### config.mk
export PLATFORM = sky130hd
export DESIGN_NAME = iir_pair_serializer
export DESIGN_NICKNAME = d
export VERILOG_FILES = /design/src/rtl/iir_pair_serializer_pkg.sv /design/src/rtl/iir_pair_fifo.sv /design/src/rtl/iir_pair_serializer.sv
export SDC_FILE = /design/constraint.sdc
export NUM_CORES = 1
export LEC_CHECK = 0
export BUFFER_PORTS_ARGS = -buffer_cell sky130_fd_sc_hd__buf_4
export CORE_ASPECT_RATIO = 2
export CORE_MARGIN = 3
export CORE_UTILIZATION = 57
export CTS_CLUSTER_SIZE = 14
export DETAILED_ROUTE_END_ITERATION = 10
export PLACE_DENSITY_LB_ADDON = 0.12
export SYNTH_ARGS = -nofsm -noshare
export SYNTH_HDL_FRONTEND = slang
export SYNTH_SLANG_ARGS = --single-unit
export TNS_END_PERCENT = 100
### constraint.sdc
create_clock -name clk -period 2.5 [get_ports clk]
set_clock_uncertainty 0.15 [all_clocks]
set_input_delay 0.25 -clock clk [delete_from_list [all_inputs] [get_ports clk]]
set_output_delay 0.25 -clock clk [all_outputs]
set_load 0.02 [all_outputs]
### src/rtl/iir_pair_serializer_pkg.sv
// Shared definitions for the 2-parallel IIR output serializer: default widths,
// output FSM state encodings and the pair packing order.
package iir_pair_serializer_pkg;

    localparam int DEFAULT_DW    = 8;
    localparam int DEFAULT_DEPTH = 4;
    localparam int DEFAULT_CW    = 16;

    typedef enum logic [1:0] {
        ST_EMPTY = 2'd0,
        ST_EVEN  = 2'd1,
        ST_ODD   = 2'd2
    } ser_state_e;

    // A pair is packed {odd, even}: the even sample occupies the low half.
    function automatic int evenLsb(input int dw);
        return 0 * dw;
    endfunction

    function automatic int oddLsb(input int dw);
        return dw;
    endfunction

endpackage

### src/rtl/iir_pair_fifo.sv
// Synchronous FIFO of packed sample pairs; rdata always shows the current head
// so the consumer can read and pop in the same cycle.
module iir_pair_fifo #(
    parameter int WIDTH = 16,
    parameter int DEPTH = 4
) (
    input  logic                       clk,
    input  logic                       rst,
    input  logic                       push,
    input  logic                       pop,
    input  logic [WIDTH-1:0]           wdata,
    output logic [WIDTH-1:0]           rdata,
    output logic [$clog2(DEPTH):0]     level,
    output logic                       full,
    output logic                       empty
);

    localparam int AW = $clog2(DEPTH);
    localparam int LW = AW + 1;

    logic [WIDTH-1:0] mem_q [DEPTH];
    logic [AW-1:0]    wr_ptr_q, wr_ptr_d;
    logic [AW-1:0]    rd_ptr_q, rd_ptr_d;
    logic [LW-1:0]    level_q, level_d;
    logic             push_ok;
    logic             pop_ok;

    assign full    = (level_q == LW'(DEPTH));
    assign empty   = (level_q == '0);
    assign push_ok = push && !full;
    assign pop_ok  = pop && !empty;
    assign rdata   = mem_q[rd_ptr_q];
    assign level   = level_q;

    // Pointers wrap naturally because DEPTH is a power of two.
    always_comb begin
        wr_ptr_d = wr_ptr_q;
        rd_ptr_d = rd_ptr_q;
        level_d  = level_q;
        if (push_ok) begin
            wr_ptr_d = wr_ptr_q + AW'(1);
        end
        if (pop_ok) begin
            rd_ptr_d = rd_ptr_q + AW'(1);
        end
        case ({push_ok, pop_ok})
            2'b10:   level_d = level_q + LW'(1);
            2'b01:   level_d = level_q - LW'(1);
            default: level_d = level_q;
        endcase
    end

    always_ff @(posedge clk or negedge rst) begin
        if (!rst) begin
            wr_ptr_q <= '0;
            rd_ptr_q <= '0;
            level_q  <= '0;
        end else begin
            wr_ptr_q <= wr_ptr_d;
            rd_ptr_q <= rd_ptr_d;
            level_q  <= level_d;
        end
    end

    always_ff @(posedge clk) begin
        if (push_ok) begin
            mem_q[wr_ptr_q] <= wdata;
        end
    end

endmodule

### src/rtl/iir_pair_serializer.sv
// Output side of the 2-parallel unfolded IIR: buffers {odd, even} pairs and
// emits them as one sample per handshake, even sample first.
module iir_pair_serializer
    import iir_pair_serializer_pkg::*;
#(
    parameter int DW    = DEFAULT_DW,
    parameter int DEPTH = DEFAULT_DEPTH,
    parameter int CW    = DEFAULT_CW
) (
    input  logic                       clk,
    input  logic                       rst,
    input  logic                       in_valid,
    output logic                       in_ready,
    input  logic [DW-1:0]              y_even,
    input  logic [DW-1:0]              y_odd,
    output logic                       out_valid,
    input  logic                       out_ready,
    output logic [DW-1:0]              out_data,
    output logic                       out_phase,
    output logic [$clog2(DEPTH):0]     level,
    output logic [CW-1:0]              pair_cnt
);

    localparam int LW = $clog2(DEPTH) + 1;
    localparam int EL = evenLsb(DW);
    localparam int OL = oddLsb(DW);

    ser_state_e       state_q, state_d;
    logic [2*DW-1:0]  pair_q, pair_d;
    logic [DW-1:0]    data_q, data_d;
    logic             phase_q, phase_d;
    logic             valid_q, valid_d;
    logic [CW-1:0]    cnt_q, cnt_d;

    logic [2*DW-1:0]  fifo_rdata;
    logic [LW-1:0]    fifo_level;
    logic             fifo_full;
    logic             fifo_empty;
    logic             fifo_push;
    logic             fifo_pop;

    assign in_ready  = !fifo_full;
    assign fifo_push = in_valid && in_ready;

    iir_pair_fifo #(
        .WIDTH (2*DW),
        .DEPTH (DEPTH)
    ) u_fifo (
        .clk   (clk),
        .rst   (rst),
        .push  (fifo_push),
        .pop   (fifo_pop),
        .wdata ({y_odd, y_even}),
        .rdata (fifo_rdata),
        .level (fifo_level),
        .full  (fifo_full),
        .empty (fifo_empty)
    );

    // Pops depend only on registered FIFO state, so a same-cycle push into an
    // empty FIFO is never popped until the following edge.
    always_comb begin
        state_d  = state_q;
        pair_d   = pair_q;
        data_d   = data_q;
        phase_d  = phase_q;
        valid_d  = valid_q;
        cnt_d    = cnt_q;
        fifo_pop = 1'b0;
        case (state_q)
            ST_EMPTY: begin
                if (!fifo_empty) begin
                    fifo_pop = 1'b1;
                    state_d  = ST_EVEN;
                    pair_d   = fifo_rdata;
                    data_d   = fifo_rdata[EL +: DW];
                    phase_d  = 1'b0;
                    valid_d  = 1'b1;
                end
            end
            ST_EVEN: begin
                if (out_ready) begin
                    state_d = ST_ODD;
                    data_d  = pair_q[OL +: DW];
                    phase_d = 1'b1;
                end
            end
            ST_ODD: begin
                if (out_ready) begin
                    cnt_d = cnt_q + CW'(1);
                    if (!fifo_empty) begin
                        fifo_pop = 1'b1;
                        state_d  = ST_EVEN;
                        pair_d   = fifo_rdata;
                        data_d   = fifo_rdata[EL +: DW];
                        phase_d  = 1'b0;
                        valid_d  = 1'b1;
                    end else begin
                        state_d = ST_EMPTY;
                        phase_d = 1'b0;
                        valid_d = 1'b0;
                    end
                end
            end
            default: begin
                state_d = ST_EMPTY;
                phase_d = 1'b0;
                valid_d = 1'b0;
            end
        endcase
    end

    always_ff @(posedge clk or negedge rst) begin
        if (!rst) begin
            state_q <= ST_EMPTY;
            pair_q  <= '0;
            data_q  <= '0;
            phase_q <= 1'b0;
            valid_q <= 1'b0;
            cnt_q   <= '0;
        end else begin
            state_q <= state_d;
            pair_q  <= pair_d;
            data_q  <= data_d;
            phase_q <= phase_d;
            valid_q <= valid_d;
            cnt_q   <= cnt_d;
        end
    end

    assign out_valid = valid_q;
    assign out_data  = data_q;
    assign out_phase = phase_q;
    assign level     = fifo_level;
    assign pair_cnt  = cnt_q;

endmodule

==> insert_results.sql <==
INSERT INTO impl_metrics (metric_group, metric, value, unit) VALUES
('sta', 'fin_tns_setup', '0', 'ps'),
('finish', 'stdcell_area', '0.005202', 'mm2'),
('placement', 'dpl-instance-area', '0.004718', 'mm2'),
('sta', 'finalSetupViolCount', '0', ''),
('yosys', 'mappedNetlistNets', '274', ''),
('cts', 'tritoncts', 'done', ''),
('yosys', 'synthSimpleGateAreaFrac', '0.06438', ''),
('critical_path', 'path_max_fanout', '6', ''),
('critical_path', 'cp_data_arrival_time', '2350', 'ps'),
('yosys', 'share_of_synthesized_area_spent_on_multiplexers', '0.1140', ''),
('yosys', 'synthCells', '247', ''),
('power_and_ir_drop', 'power_frac_seq', '0.430', ''),
('routing', 'postRouteAntennaNets', '0', ''),
('critical_path', 'worstRegToRegCells', '10', ''),
('finish', 'layout.nets', '352', ''),
('yosys', 'fraction_of_registers_with_async_set_reset', '0.3962', ''),
('sta', 'worst_slew_pin_slew', '563.7', 'ps'),
('flow_run', 'max-cap-violations', '0', ''),
('yosys', 'synth_flop_cell', 'edfxtp_1', ''),
('placement', 'globalplace.congestion', '0.7677', ''),
('global_routing', 'largest_net_degree_at_the_start_of_global_routing', '43', ''),
('worst_hold_path', 'timing.hold.worst_endpoint', 'u_fifo.wr_ptr_q[0]', ''),
('sta', 'final-hold-violation-count', '0', ''),
('power_and_ir_drop', 'p_per_area', '1179', 'mW/mm2'),
('power_and_ir_drop', 'power.net_switching', '0.001927', 'W'),
('critical_path', 'timing.setup.critical_path_class', 'reg -> reg', ''),
('routing', 'detail_route.first_pass.iterations', '4', ''),
('worst_hold_path', 'worstHoldStart', 'in_valid', ''),
('routing', 'initialDrtViolationCount', '104', ''),
('global_routing', 'met1_usage', '0.2252', ''),
('cts', 'clock_tree.buffer_depth', '2', ''),
('yosys', 'ys_types', '37', ''),
('die', 'floorplan.io_pins', '50', ''),
('worst_hold_path', 'path_category_of_the_worst_min_delay_check', 'in -> reg', ''),
('power_and_ir_drop', 'power.internal', '0.004208', 'W'),
('routing', 'vias_per_cell', '5.540', ''),
('sta', 'setup_repair_after_global_routing_missed_its_margin', 'false', ''),
('cts', 'cts_clk_pin_slew_worst_paths', '70', 'ps'),
('placement', 'dp_hpwl', '5069', 'um'),
('yosys', 'synth.area.top_cells', 'edfxtp_1 45%, dfrtp_1 25%, mux4_2 8.5%, mux2_2 2.7%, xnor2_1 2.5%', ''),
('critical_path', 'crit_path_end_kind', 'flop', ''),
('sta', 'slew_viol_final', '0', ''),
('power_and_ir_drop', 'p_clk_frac', '0.230', ''),
('critical_path', 'timing.rr.end', 'u_fifo.level[2]', ''),
('global_routing', 'grt_busiest_layer', 'met2', ''),
('yosys', 'synth_fa_ha_area_frac', '0.02245', ''),
('finish', 'antenna_cells_inserted', '0', ''),
('placement', 'port-buffer-count', '49', ''),
('cts', 'worst_skew_pair.late_latency', '340', 'ps'),
('global_routing', 'grt_use_total', '0.1959', ''),
('sta', 'max_slew_margin', '0.6242', ''),
('power_and_ir_drop', 'combPwrFrac', '0.340', ''),
('global_routing', 'grt_pass1_vias', '2398', ''),
('yosys', 'synth.cell_area', '0.004237', 'mm2'),
('die', 'start_util', '0.5965', ''),
('global_routing', 'use_met2', '0.3484', ''),
('routing', 'post_drt_wl_per_cell', '17.51', 'um'),
('global_routing', 'grt_first_pass_wirelength', '12100', 'um'),
('cts', 'cts_buffers', '9', ''),
('sta', 'fin_worst_hold_slack', '152.2', 'ps'),
('cts', 'cts.sinks', '106', ''),
('yosys', 'synth.top_cells.by_count', '64 x edfxtp_1, 42 x dfrtp_1, 16 x mux4_2, 14 x nand2_1, 12 x xnor2_1', ''),
('yosys', 'synthMostInstantiatedCell', 'edfxtp_1', ''),
('yosys', 'postSynthAreaPerCell', '17.15', 'um2'),
('yosys', 'yosysTopAreaCellShare', '0.4536', ''),
('routing', 'total_via_count_after_detailed_routing', '2327', ''),
('power_and_ir_drop', 'net_switching_fraction_of_the_power', '0.3141', ''),
('yosys', 'seq_area_frac_synth', '0.7017', ''),
('yosys', 'synth_edf_count', '64', ''),
('outcome', 'outcome', 'finished, final reports clean', ''),
('cts', 'clock_tree.root_cell', 'clkbuf_16', '');
## layout by cell type, fill, tap and decap left out, types with 2 or more instances in the layout
master and n:
xor2_1 9, a2bb2oi_1 8, ha_1 6, nand4_1 3
or2b_1 2, and3_1 8, a21oi_1 8, xnor2_1 12
edfxtp_1 64, and2_1 2, mux2_2 10, inv_1 9
inv_6 2, nand2_1 14, clkbuf_16 9, buf_4 57
dlygate4sd3_1 18, nor2_1 7, dfrtp_1 42, nand3_1 4
mux4_2 16
## layer usage
| layer | up-vias | share of wire |
|---|---|---|
| met2 | 45 | 0.55 |
| li1 | 1076 | - |
| met3 | 10 | 0.038 |
| met5 | - | 0 |
| met1 | 1196 | 0.39 |
| met4 | 0 | 0.017 |
## cell type report
cell class              count  area [um2]
repair buffers             75       608.1
clock inverters             5       61.31
flip-flops and latches    106        2973
multi-input cells         124        1171
fillers                   472        1899
clock buffers              11       242.7
well taps                  90       112.6
inverters                   9       33.78
## state kept, by name (all words and copies together) (netlist names)
register and count:
out_data 8, pair_cnt 16, u_fifo.mem_q 64, pair_q 8
out_valid 1, state_q 2, u_fifo.rd_ptr_q 2, u_fifo.wr_ptr_q 2
u_fifo.level 3
## power groups by stage
| stage | Clock [W] | Sequential [W] | Combinational, W |
|---|---|---|---|
| after CTS | 0.00143 | 0.00265 | 0.00214 |
| final | 0.00141 | 0.00264 | 0.00209 |
| after floorplan | 0 | 0.00272 | 0.00139 |
| after global routing | 0.00150 | 0.00269 | 0.00231 |
| after global placement | 0 | 0.00266 | 0.00207 |
| after detailed placement | 0 | 0.00268 | 0.00210 |
## how the worst max path moves through the flow
stage	endpoint	startpoint	slack, ps	cells past startpoint
final	u_fifo.level[2]	u_fifo.level[0]	260	10
after CTS	u_fifo.level[2]	u_fifo.level[0]	250	10
after global placement	u_fifo.level[2]	u_fifo.level[0]	340	10
after global routing	u_fifo.level[2]	u_fifo.level[0]	10	10
after floorplan	u_fifo.level[2]	u_fifo.level[0]	130	10
after detailed placement	u_fifo.level[2]	u_fifo.level[0]	300	10
## per-stage QoR
stage / util / setup WS [ps]
6_report: 0.7326 / 262.3
5_1_grt: 0.7326 / 14.44
4_1_cts: 0.7326 / 246.9
3_5_place_dp: 0.6644 / 295.5
3_3_place_gp: 0.6644 / 341.5
2_1_floorplan: - / 130.6
## worst max-delay path, stage by stage, from the launching register on
cell and delay [ps]:
dfrtp_1 420, inv_1 110, nand3_1 150, and2_1 230
inv_1 60, ha_1 170, inv_1 60, fa_1 370
xor2_1 150, nor2_1 140, xor2_1 150
## logic make-up (layout without fill, tap and decap cells)
kind of cell,Yosys count,after routing
fa+ha+maj,7,7
xor+xnor,21,21
simple gates,49,49
flops,106,106
buf+inv,17,100
compound gates,20,20
mux,27,27
## timing repair
action,4_1_cts,5_1_grt
setup buffers,0,0
endpoints found under the hold margin,107,0
hold buffers,18,0
gates resized for setup,0,0
Note: power is estimated with default switching activity, not from simulation.
